File: src/rtl/panel_pkg.sv
// panel_pkg: shared FSM encoding and character constants for the panel text scheduler
package panel_pkg;
    typedef enum logic [1:0] {IDLE, LOAD, WAIT_BLANK, COMMIT} state_t;
    localparam logic [7:0] CHAR_MIN = 8'h20;
    localparam logic [7:0] CHAR_MAX = 8'h7E;
    localparam logic [7:0] FILL_DEFAULT = 8'h20;
    function automatic logic [7:0] sanitize(input logic [7:0] c, input logic [7:0] fill);
        return (c < CHAR_MIN || c > CHAR_MAX) ? fill : c;
    endfunction
endpackage

File: src/rtl/panel_rr_arbiter.sv
// panel_rr_arbiter: two-way round-robin pick between requesters A and B
// ports: req_a/req_b requests, last (1 = B granted last), winner (1 = B wins)
module panel_rr_arbiter (
    input  logic req_a,
    input  logic req_b,
    input  logic last,
    output logic winner
);
    // B wins alone, or on a tie when A was the one served last
    assign winner = req_b & (~req_a | ~last);
endmodule

File: src/rtl/panel_text_scheduler.sv
// panel_text_scheduler: arbitrates string updates and commits them only during vertical blanking
// ports: vga_clk/rst clock and sync reset, pos_y scan row, req_*/str_* requester inputs,
//        gnt_* capture pulses, panel_string committed text, busy not idle, done commit pulse
module panel_text_scheduler
    import panel_pkg::*;
#(
    parameter int         CHAR_COUNT = 13,
    parameter int         V_ACTIVE   = 480,
    parameter logic [7:0] FILL_CHAR  = FILL_DEFAULT
) (
    input  logic                    vga_clk,
    input  logic                    rst,
    input  logic [9:0]              pos_y,
    input  logic                    req_a,
    input  logic                    req_b,
    input  logic [8*CHAR_COUNT-1:0] str_a,
    input  logic [8*CHAR_COUNT-1:0] str_b,
    output logic                    gnt_a,
    output logic                    gnt_b,
    output logic [8*CHAR_COUNT-1:0] panel_string,
    output logic                    busy,
    output logic                    done
);
    localparam int IW = $clog2(CHAR_COUNT + 1);

    state_t                  state, state_n;
    logic [IW-1:0]           idx;
    logic                    win_b, last_b, arb_b;
    logic                    cur_req, last_byte, grant, commit;
    logic [8*CHAR_COUNT-1:0] src, shadow;
    logic [7:0]              byte_in;

    panel_rr_arbiter arb (.req_a(req_a), .req_b(req_b), .last(last_b), .winner(arb_b));

    always_comb begin
        src       = win_b ? str_b : str_a;
        cur_req   = win_b ? req_b : req_a;
        byte_in   = src[8*(CHAR_COUNT-1-int'(idx)) +: 8];
        last_byte = idx == IW'(CHAR_COUNT - 1);
        grant     = state == LOAD && cur_req && last_byte;
        commit    = state == COMMIT;
        busy      = state != IDLE;
        state_n   = state;
        unique case (state)
            IDLE:       state_n = (req_a | req_b) ? LOAD : IDLE;
            LOAD:       state_n = !cur_req ? IDLE : last_byte ? WAIT_BLANK : LOAD;
            WAIT_BLANK: state_n = (32'(pos_y) >= V_ACTIVE) ? COMMIT : WAIT_BLANK;
            default:    state_n = IDLE;
        endcase
    end

    always_ff @(posedge vga_clk) begin
        if (rst) begin
            state        <= IDLE;
            idx          <= '0;
            win_b        <= 1'b0;
            last_b       <= 1'b1;
            gnt_a        <= 1'b0;
            gnt_b        <= 1'b0;
            done         <= 1'b0;
            shadow       <= {CHAR_COUNT{FILL_CHAR}};
            panel_string <= {CHAR_COUNT{FILL_CHAR}};
        end else begin
            state <= state_n;
            gnt_a <= grant & ~win_b;
            gnt_b <= grant & win_b;
            done  <= commit;
            if (state == IDLE) begin
                win_b <= arb_b;
                idx   <= '0;
            end
            // a dropped request aborts the load without touching the shadow further
            if (state == LOAD && cur_req) begin
                shadow[8*(CHAR_COUNT-1-int'(idx)) +: 8] <= sanitize(byte_in, FILL_CHAR);
                idx <= idx + 1'b1;
            end
            if (grant) last_b <= win_b;
            if (commit) panel_string <= shadow;
        end
    end
endmodule
File: config.mk
export PLATFORM = sky130hd
export DESIGN_NAME = panel_text_scheduler
export DESIGN_NICKNAME = d
export VERILOG_FILES = /design/src/rtl/panel_pkg.sv /design/src/rtl/panel_rr_arbiter.sv /design/src/rtl/panel_text_scheduler.sv
export SDC_FILE = /design/constraint.sdc
export NUM_CORES = 1
export LEC_CHECK = 0
export CAP_MARGIN = 20
export CORE_UTILIZATION = 35
export CTS_CLUSTER_DIAMETER = 200
export DETAILED_ROUTE_END_ITERATION = 6
export PLACE_DENSITY = 0.77
export SLEW_MARGIN = 20
export SYNTH_ARGS = -nofsm -noshare
export SYNTH_HDL_FRONTEND = slang
export SYNTH_SLANG_ARGS = --single-unit
File: constraint.sdc
create_clock -name vga_clk -period 4.33 [get_ports vga_clk]
set_input_delay 1.0825 -clock vga_clk [delete_from_list [all_inputs] [get_ports vga_clk]]
set_output_delay 1.0825 -clock vga_clk [all_outputs]
set_load 0.02 [all_outputs]
==> run metrics, run 1 <==
Peak VDD IR=between 0.15 and 0.2 mV; Top Metal Used=met4; slowest stage cell, crit path=or3_1; Clock Skew=0.01759 ns; Async SR Flop Fraction=0; CP endpoint kind=register; die area=28910 um^2; die width=around 170 um; unrepaired setup endpoints after global routing=true; post-route ant nets=0; row cnt=between 60 and 70; clock-pin slew on the worst setup and hold paths=roughly 0.06 ns; CP cell instances=inv_1 -> ha_2 -> nand2_1 -> o31ai_1 -> nand2_1 -> ha_1 -> or4b_1 -> or4_1 -> a21o_1 -> or3_4 -> or3_1 -> a211o_1; register area share after synthesis=0.4437; share of the synthesized area in the top cell type=0.4437; Req. time, crit path=4.71 ns; HP Class=register to register; GRT Residual Overflow=0; Layout area overhead=43.37%; R2R setup slack=between 0.15 and 0.2 ns; most frequent cells in the layout=323 x clkdlybuf4s50_1, 217 x dfxtp_1, 91 x a22o_1, 68 x nand3b_1, 67 x mux2i_1; area leader, netlist=dfxtp_1; total global routing track utilization=0.2188; CP Buf/Inv Count=1; Detail Placement HPWL=24450 um; clk_lat worst skew=around 0.5 ns; first-pass GRT wire length=about 48000 um; cts bufs inserted=21; crit path kind=register to register; Mapped Cells=slightly above 900; Pre-antenna DRT Iters=5; maximum single-stage delay on the critical path=approximately 0.56 ns; Period minus WS final=between 4 and 5 ns; vias in the first global route=8389; Distinct cells, synth=67; final setup margin=0.1950 ns; largest net degree at the start of global routing=92; Final Slew Violations=0; Slew Limit Headroom=0.3226; Ys Warns=0; met1 wire length=roughly 13000 um; dpl ws=0.1895 ns; Final GP Congestion=~0.83; Sink Count=between 200 and 250; H-tree Lvls=1; Clock Path Buffers=3; r2r endpoint=shadow[69]$_SDFFE_PP1P_; hold path start=shadow[13]$_SDFFE_PP1P_; syn nets=roughly 1100; FMAX=approximately 0.24 GHz; status=completed; Power Total=about 4.5 mW; met3 wire len=~2200 um; Avg Cell Area, Syn=between 10 and 15 um^2; Post-synth EDFFs=0; Vias=approximately 8700; initial antenna violation count=7; family with the most delay on the worst path=simple AND/OR/NAND/NOR gates; R2R depth=12; nets=about 1400; Yosys reg bits=~220; post-synthesis cell area=just under 10000 um^2; final worst path period share=0.9550; pwr/cell area=about 310 nW/um^2; Root Driver=clkbuf_16; worst-margin pin slew=1.016 ns; DRC Markers=0; crit path max fanout=13; Pleak=about 4.9 nW; CP startpoint kind=register; largest cells by area after synthesis=dfxtp_1 44%, a22o_1 8.1%, mux2i_1 6.8%; vias per inst=5.396; Die Ht=between 150 and 200 um; max_cap viols=0; Starting Density=0.3557; Most common cell on crit path=nand2_1; drt wl/cell=roughly 20 um; Routed Wire Length=~32000 um; Final Hold Viols=0; hold path cells=1; post-cts hold buffer count=0; share of cells above drive strength 1=0.1164; Synth Flop Type=dfxtp_1; CTS tree=yes; core area=27780 um^2; metal2 WL=16220 um; r2r startpoint=idx[0]$_SDFFE_PP0P_; first-iteration detailed-routing DRC count=530; most common cell after layout, fill and taps aside=clkdlybuf4s50_1; # IOs=330; port bufs=324; Hold EP=panel_string[13]$_SDFFE_PP1P_; Final setup viols=0; WP data arrival=around 4.5 ns
-- cell usage after synthesis (all sizes together), types with 6 or more instances --
cell,count
and3b,6
dfxtp,219
a21o,6
nand3b,68
or2,8
clkbuf,50
or3,8
mux2,11
a22oi,12
nand2b,12
nand3,18
buf,29
o22a,13
nand2,26
and2,6
o21ai,60
inv,12
o211ai,21
mux2i,67
a21oi,34
nor2,17
nor3b,7
mux4,27
nor3,13
ha,8
o31ai,13
o221ai,7
a22o,91
-- routing by layer --
| metal | track usage | up-vias |
|---|---|---|
| li1 | - | 4101 |
| met4 | 0.09753 | 0 |
| met1 | 0.2604 | 4189 |
| met5 | 0 | - |
| met2 | 0.3804 | 349 |
| met3 | 0.04233 | 59 |
-- area by class of cell --
cell class / instances / area [um^2]
Clock buffer: 28 / 601.8
Clock inverter: 7 / 75.07
Antenna cell: 6 / 15.01
Sequential cell: 219 / 4389
Multi-Input combinational cell: 608 / 5095
Inverter: 13 / 48.80
Fill cell: 2512 / 13620
Timing Repair Buffer: 353 / 3468
Tap cell: 378 / 473.0
-- per-stage QoR --
step | utilization | instances | setup TNS [ns] | cell area (um^2) | hold slack (ns)
floorplan | - | 919 | 0 | 9893 | 0.4307
global placement | 0.4845 | 1570 | 0 | 13460 | 0.4369
detailed placement | 0.4845 | 1570 | 0 | 13460 | 0.4475
CTS | 0.5089 | 1605 | 0 | 14140 | 0.4533
global route | 0.5099 | 1612 | -0.03153 | 14170 | 0.4684
finish | 0.5099 | 1612 | 0 | 14170 | 0.4516
-- how the worst max path moves through the flow --
stage / start / cells after the start / endpoint
floorplan: idx[0]$_SDFFE_PP0P_ / 21 / shadow[65]$_SDFFE_PP0P_
global placement: str_a[9] / 8 / shadow[40]$_SDFFE_PP0P_
detailed placement: str_a[9] / 8 / shadow[72]$_SDFFE_PP0P_
CTS: idx[0]$_SDFFE_PP0P_ / 12 / shadow[69]$_SDFFE_PP1P_
global route: idx[0]$_SDFFE_PP0P_ / 13 / shadow[50]$_SDFFE_PP0P_
finish: idx[0]$_SDFFE_PP0P_ / 12 / shadow[69]$_SDFFE_PP1P_
-- timing repair --
action                                  4_1_cts  5_1_grt
gates resized for setup                       0        1
buffers inserted                              0        1
endpoints found under the setup margin        0        7
-- flip-flops by register name (all words and copies together) (netlist names) --
register / flops
gnt_a: 1
gnt_b: 1
win_b: 1
idx: 4
last_b: 1
done: 1
panel_string: 104
state: 2
shadow: 104
-- report_power, final --
part / leakage [nW] / internal [mW] / switching, mW
clock network: 0.333 / 1.04 / 0.757
logic: 2.85 / 0.338 / 0.296
registers: 1.77 / 2.02 / 0.0105
total: 4.95 / 3.40 / 1.06
-- cells by family (layout without fill, tap and decap cells) --
group,after synthesis,count (layout),share of synthesized area
AO/OA/AOI/OAI,283,283,0.2214
flip-flops,219,219,0.4437
AND/OR/NAND/NOR,207,207,0.1331
multiplexers,105,105,0.1420
buffers and inverters,92,401,0.04267
adder cells (fa/ha/maj),8,8,0.01013
XOR/XNOR,5,5,0.007093
other,0,6,0
-- worst reg2reg max path, cell delays in order, from the launching register on --
cell and delay (ns):
dfxtp_4 0.34, inv_1 0.11, ha_2 0.24, nand2_1 0.10, o31ai_1 0.37, nand2_1 0.14, ha_1 0.21, or4b_1 0.50
or4_1 0.48, a21o_1 0.24, or3_4 0.37, or3_1 0.56, a211o_1 0.36
No activity file was read; power rests on OpenSTA's default activity.
==> inputs of run 2 (changes only) <==
Settings changed: GPL_ROUTABILITY_DRIVEN set to 0.
==> results of run 2 <==
Same layout as run 1: the final DEF is identical, and so are final timing and power.
